## src/rtl/huffman_seq_ctrl.sv

```systemverilog
// Top-level sequencer for the Huffman datapath: sample counting, sort/combine
// stage stepping, backtrack launch and done-wait watchdog.
module huffman_seq_ctrl #(
  parameter int NUM_SAMPLES = 100,
  parameter int NUM_SYM     = 6,
  parameter int SMP_W       = 7,
  parameter int STG_W       = 3,
  parameter int TIMEOUT     = 255
) (
  input  logic             clk,
  input  logic             reset,
  input  logic             gray_valid,
  input  logic             sort_done,
  input  logic             bt_done,
  input  logic             restart,
  output logic [SMP_W-1:0] sample_cnt,
  output logic             cnt_valid,
  output logic [STG_W-1:0] stage,
  output logic             sort_start,
  output logic             combine_en,
  output logic             bt_start,
  output logic             code_valid,
  output logic             busy,
  output logic             err
);

  typedef enum logic [3:0] {
    RD_DATA   = 4'd0,
    CNT_OUT   = 4'd1,
    SORT_REQ  = 4'd2,
    SORT_WAIT = 4'd3,
    COMBINE   = 4'd4,
    BT_REQ    = 4'd5,
    BT_WAIT   = 4'd6,
    DONE      = 4'd7,
    ERR       = 4'd8
  } state_t;

  localparam logic [SMP_W-1:0] LAST_SMP = SMP_W'(NUM_SAMPLES - 1);
  localparam logic [STG_W-1:0] LAST_STG = STG_W'(NUM_SYM - 2);
  localparam logic [7:0]       WDOG_LIM = 8'(TIMEOUT - 1);

  state_t           state_r;
  state_t           state_nxt_s;
  logic [SMP_W-1:0] cnt_nxt_s;
  logic [STG_W-1:0] stage_nxt_s;
  logic [7:0]       wdog_r;
  logic [7:0]       wdog_nxt_s;
  logic [7:0]       wdog_inc_s;
  logic             timeout_s;

  function automatic logic [7:0] sat_inc8(input logic [7:0] v);
    if (v == 8'hFF) begin
      return v;
    end else begin
      return v + 8'd1;
    end
  endfunction

  // Watchdog: expires on the cycle its saturating count would reach the limit
  always_comb begin
    wdog_inc_s = sat_inc8(wdog_r);
    timeout_s  = (wdog_inc_s >= WDOG_LIM);
  end

  // Next-state, counter and stage update rules
  always_comb begin
    state_nxt_s = state_r;
    cnt_nxt_s   = sample_cnt;
    stage_nxt_s = stage;
    wdog_nxt_s  = wdog_r;
    case (state_r)
      RD_DATA: begin
        if (gray_valid) begin
          cnt_nxt_s = sample_cnt + SMP_W'(1'b1);
          if (sample_cnt == LAST_SMP) begin
            state_nxt_s = CNT_OUT;
          end else begin
            state_nxt_s = RD_DATA;
          end
        end else begin
          cnt_nxt_s = sample_cnt;
        end
      end
      CNT_OUT: begin
        stage_nxt_s = {STG_W{1'b0}};
        state_nxt_s = SORT_REQ;
      end
      SORT_REQ: begin
        wdog_nxt_s  = 8'd0;
        state_nxt_s = SORT_WAIT;
      end
      SORT_WAIT: begin
        // A done arriving on the expiry cycle still wins
        if (sort_done) begin
          state_nxt_s = COMBINE;
        end else begin
          wdog_nxt_s = wdog_inc_s;
          if (timeout_s) begin
            state_nxt_s = ERR;
          end else begin
            state_nxt_s = SORT_WAIT;
          end
        end
      end
      COMBINE: begin
        if (stage == LAST_STG) begin
          state_nxt_s = BT_REQ;
        end else begin
          stage_nxt_s = stage + STG_W'(1'b1);
          state_nxt_s = SORT_REQ;
        end
      end
      BT_REQ: begin
        wdog_nxt_s  = 8'd0;
        state_nxt_s = BT_WAIT;
      end
      BT_WAIT: begin
        if (bt_done) begin
          state_nxt_s = DONE;
        end else begin
          wdog_nxt_s = wdog_inc_s;
          if (timeout_s) begin
            state_nxt_s = ERR;
          end else begin
            state_nxt_s = BT_WAIT;
          end
        end
      end
      DONE, ERR: begin
        if (restart) begin
          state_nxt_s = RD_DATA;
          cnt_nxt_s   = {SMP_W{1'b0}};
          stage_nxt_s = {STG_W{1'b0}};
          wdog_nxt_s  = 8'd0;
        end else begin
          state_nxt_s = state_r;
        end
      end
      default: begin
        state_nxt_s = RD_DATA;
      end
    endcase
  end

  // State/counter registers; outputs registered from the state being entered
  always_ff @(posedge clk or negedge reset) begin
    if (!reset) begin
      state_r    <= RD_DATA;
      sample_cnt <= {SMP_W{1'b0}};
      stage      <= {STG_W{1'b0}};
      wdog_r     <= 8'd0;
      cnt_valid  <= 1'b0;
      sort_start <= 1'b0;
      combine_en <= 1'b0;
      bt_start   <= 1'b0;
      code_valid <= 1'b0;
      busy       <= 1'b1;
      err        <= 1'b0;
    end else begin
      state_r    <= state_nxt_s;
      sample_cnt <= cnt_nxt_s;
      stage      <= stage_nxt_s;
      wdog_r     <= wdog_nxt_s;
      cnt_valid  <= (state_nxt_s == CNT_OUT);
      sort_start <= (state_nxt_s == SORT_REQ);
      combine_en <= (state_nxt_s == COMBINE);
      bt_start   <= (state_nxt_s == BT_REQ);
      code_valid <= (state_nxt_s == DONE);
      busy       <= (state_nxt_s != DONE) && (state_nxt_s != ERR);
      err        <= (state_nxt_s == ERR);
    end
  end

endmodule

```

## config.mk

```make
export PLATFORM = sky130hd
export DESIGN_NAME = huffman_seq_ctrl
export DESIGN_NICKNAME = d
export VERILOG_FILES = /design/src/rtl/huffman_seq_ctrl.sv
export SDC_FILE = /design/constraint.sdc
export NUM_CORES = 1
export LEC_CHECK = 0
export ABC_CLOCK_PERIOD_IN_PS = 2650
export BUFFER_PORTS_ARGS = -buffer_cell sky130_fd_sc_hd__buf_2
export CORE_ASPECT_RATIO = 1.75
export CORE_MARGIN = 2
export CORE_UTILIZATION = 36
export DETAILED_ROUTE_END_ITERATION = 7
export GPL_TIMING_DRIVEN = 0
export PLACE_DENSITY = 0.6
export SLEW_MARGIN = 15
export SYNTH_ARGS = -nofsm -noshare
export SYNTH_HDL_FRONTEND = slang
export SYNTH_SLANG_ARGS = --single-unit
```

## constraint.sdc

```tcl
create_clock -name clk -period 2.65 [get_ports clk]
set_input_delay 0.265 -clock clk [delete_from_list [all_inputs] [get_ports clk]]
set_output_delay 0.265 -clock clk [all_outputs]
set_load 0.005 [all_outputs]
```

==> metrics.md <==
| Metric | Value |
|---|---|
| Fin Hold WS | `8.12 ps` |
| DR vias/cell | `5.72` |
| CP max FO | `10` |
| GPL Wtd Cong | `0.796` |
| Mapped Nets | `205` |
| Post-synth top flop | `dfrtp_1` |
| Vias in the first global route | `1588` |
| Cells on worst reg2reg path | `7` |
| Maxcap violations | `0` |
| Antenna diodes | `0` |
| CTS Sinks | `29` |
| DRT antenna net count | `0` |
| Die span in x | `58.4 um` |
| Wire per inst | `15.1 um` |
| Die area | `0.00579 mm^2` |
| Initial Util | `37.4%` |
| Hold/Removal Path Class | `input pin to async pin` |
| Post-CTS Hold Fix Bufs | `0` |
| TritonCTS clock tree | `yes` |
| Fin crit period | `2170 ps` |
| Fin. Hold Viols | `0` |
| Detailed placement HPWL | `3.16 mm` |
| DRC | `0` |
| Ys async rst share | `100%` |
| Post-CTS setup buffers | `0` |
| Site Rows | `34` |
| Yosys cell types | `59` |
| Syn Area/Cell | `9.55 um^2` |
| Measured slew at the worst slew-check pin | `660 ps` |
| RSZ-0062 raised after global routing | `false` |
| Placement Cell Area | `0.00204 mm^2` |
| Power Total | `1750 uW` |
| VDD IR-drop max | `444 uV` |
| Max-slew headroom | `56.0%` |
| Final Max Tran Viols | `0` |
| GR Overflow Total | `0` |
| Fin area | `0.00214 mm^2` |
| Core ar. | `0.00498 mm^2` |
| Clock root buffer | `clkbuf_8` |
| Die H | `99.2 um` |
| Final WL | `4.21 mm` |
| Pin count of the biggest net entering global routing | `30` |
| Worst Path Required | `2820 ps` |
| Fmax | `460 MHz` |
| Synth Register Bits | `29` |
| Final worst-path cycle share | `82.0%` |
| Cells after Synth | `195` |
| Leak | `0.000984 uW` |
| Max Root-Sink Buffers | `2` |
| Clock skew | `16.1 ps` |
| Skew-Pair Late Insertion Delay | `280 ps` |
| Mapped Area | `0.00186 mm^2` |
| Total negative setup slack | `0 ps` |
| # IOs | `23` |
| Initial antenna violation count | `0` |
| CP Data Arrival Time | `2350 ps` |
| Post-synthesis sequential area ratio | `39.0%` |
| Critical Path Sink Type | `register` |
| Initial DRC Count | `43` |
| # setup viols final | `0` |
| Ratio of cells with drive above 1 in the final layout | `24.4%` |
| Layout area overhead | `15.0%` |
| First-pass GRT wire length | `7.40 mm` |
| Post-cts sizing count | `0` |
| DRT Pass-1 Iters | `4` |
| Fin nets | `234` |
| WS Path Type | `register to register` |
| Power Dens Cells | `818 mW/mm^2` |
| Outcome | `finished, final reports clean` |
| Yosys warns | `0` |
| CP Launch Type | `register` |
| # fillers | `510` |
| I/O Buffers | `22` |
| EDFF count, synth | `0` |
| CTS Buf Count | `5` |
| All-Layer GR Usage | `16.2%` |
| Worst-path clk slew | `80 ps` |
| H-tree Lvls | `2` |
| Vias post-DR | `1596` |
==> cells in the mapped netlist, types with 2 or more instances <==
master | n | share of area, %
dfrtp_1 | 28 | 38
nand2_1 | 15 | 3.0
a21oi_1 | 14 | 3.8
inv_1 | 11 | 2.2
o21ai_0 | 10 | 2.7
nor2_1 | 9 | 1.8
buf_2 | 8 | 2.1
nor2b_1 | 7 | 2.4
a22o_1 | 4 | 1.9
and4b_1 | 4 | 2.1
ha_1 | 4 | 2.7
o211ai_1 | 4 | 1.6
xor2_1 | 4 | 1.9
a21oi_4 | 3 | 2.6
a31oi_1 | 3 | 1.0
a41oi_1 | 3 | 1.4
nand2b_1 | 3 | 1.0
nand3_1 | 3 | 0.81
nand4b_1 | 3 | 1.4
a211oi_1 | 2 | 0.81
a21boi_0 | 2 | 0.81
and3_1 | 2 | 0.67
and4_1 | 2 | 0.94
buf_4 | 2 | 0.81
mux2i_1 | 2 | 1.1
nand4_1 | 2 | 0.67
nor2_2 | 2 | 0.67
nor3_1 | 2 | 0.54
nor4_1 | 2 | 0.67
o2111ai_1 | 2 | 0.94
o22ai_1 | 2 | 0.67
o31ai_1 | 2 | 0.81
or4_1 | 2 | 0.81
or4b_4 | 2 | 1.5
==> logic make-up after synthesis <==
| kind of cell | synth area share (%) |
|---|---|
| muxes | 1.07 |
| xor gates and xnor gates | 2.35 |
| AOI/OAI and AO/OA | 24.9 |
| DFF | 39.0 |
| buffers and inverters | 6.18 |
| and+or+nand+nor | 23.8 |
| adders and majority gates | 2.69 |
==> cells in the final DEF (no fill, tap or decap), types with 4 or more instances in the layout <==
master    Yosys  routed
buf_2         8      30
nor2_1        9       9
o211ai_1      4       4
dfrtp_1      28      28
a21oi_1      14      14
inv_1        11      11
and4b_1       4       4
a22o_1        4       4
xor2_1        4       4
ha_1          4       4
o21ai_0      10      10
nand2_1      15      15
clkbuf_8      0       7
nor2b_1       7       7
==> metal layers <==
layer	vias to the layer above	wire [um]	global-route usage [%]
li1	783	-	-
met1	774	1640	17.7
met2	29	2320	29.1
met3	10	128	2.73
met4	0	111	7.87
met5	-	0	0
==> layout make-up <==
type | count | area, um^2 | area share [%]
Multi-Input combinational cell | 142 | 1020 | 47.7
Sequential cell | 29 | 727 | 33.9
Timing Repair Buffer | 22 | 110 | 5.14
Clock buffer | 7 | 96.3 | 4.50
Buffer | 13 | 73.8 | 3.45
Tap cell | 54 | 67.6 | 3.15
Inverter | 11 | 41.3 | 1.93
Clock inverter | 1 | 5.00 | 0.234
==> critical path, stage by stage (launching register included) <==
cell      delay [ps]
dfrtp_1          460
ha_1             210
buf_4            170
nand4_4          130
nor2_2           230
mux2i_1          410
nor4_4           130
a221oi_1         330
==> flip-flops by register name, indices dropped and copies added, names as in the netlist <==
name	flops
bt_start	1
wdog_r	8
combine_en	1
sample_cnt	7
stage	3
busy	1
state_r	4
code_valid	1
sort_start	1
err	1
cnt_valid	1
==> metrics by stage <==
| stage | setup slack [ps] | util (%) | instances |
|---|---|---|---|
| 4_1_cts | 458 | 43.0 | 279 |
| 6_report | 478 | 43.0 | 279 |
| 2_1_floorplan | 752 | - | 195 |
| 3_5_place_dp | 468 | 41.0 | 271 |
| 3_3_place_gp | 495 | 41.0 | 271 |
| 5_1_grt | 280 | 43.0 | 279 |
==> path summary, 6_finish.rpt <==
kind                             from   endpoint  slack, ps
max                         wdog_r[1]       busy        480
min                             reset   stage[0]          8
max reg2reg                 wdog_r[1]       busy        480
min reg2reg                  stage[1]   stage[1]        540
max in group asynchronous       reset  wdog_r[7]       2200
min in group clk           gray_valid  cnt_valid        280
==> report_power, final <==
group	switching, uW	internal, uW
Combinational	425	313
Clock	174	235
Sequential	80.2	526
Note: power is estimated with default switching activity, not from simulation.
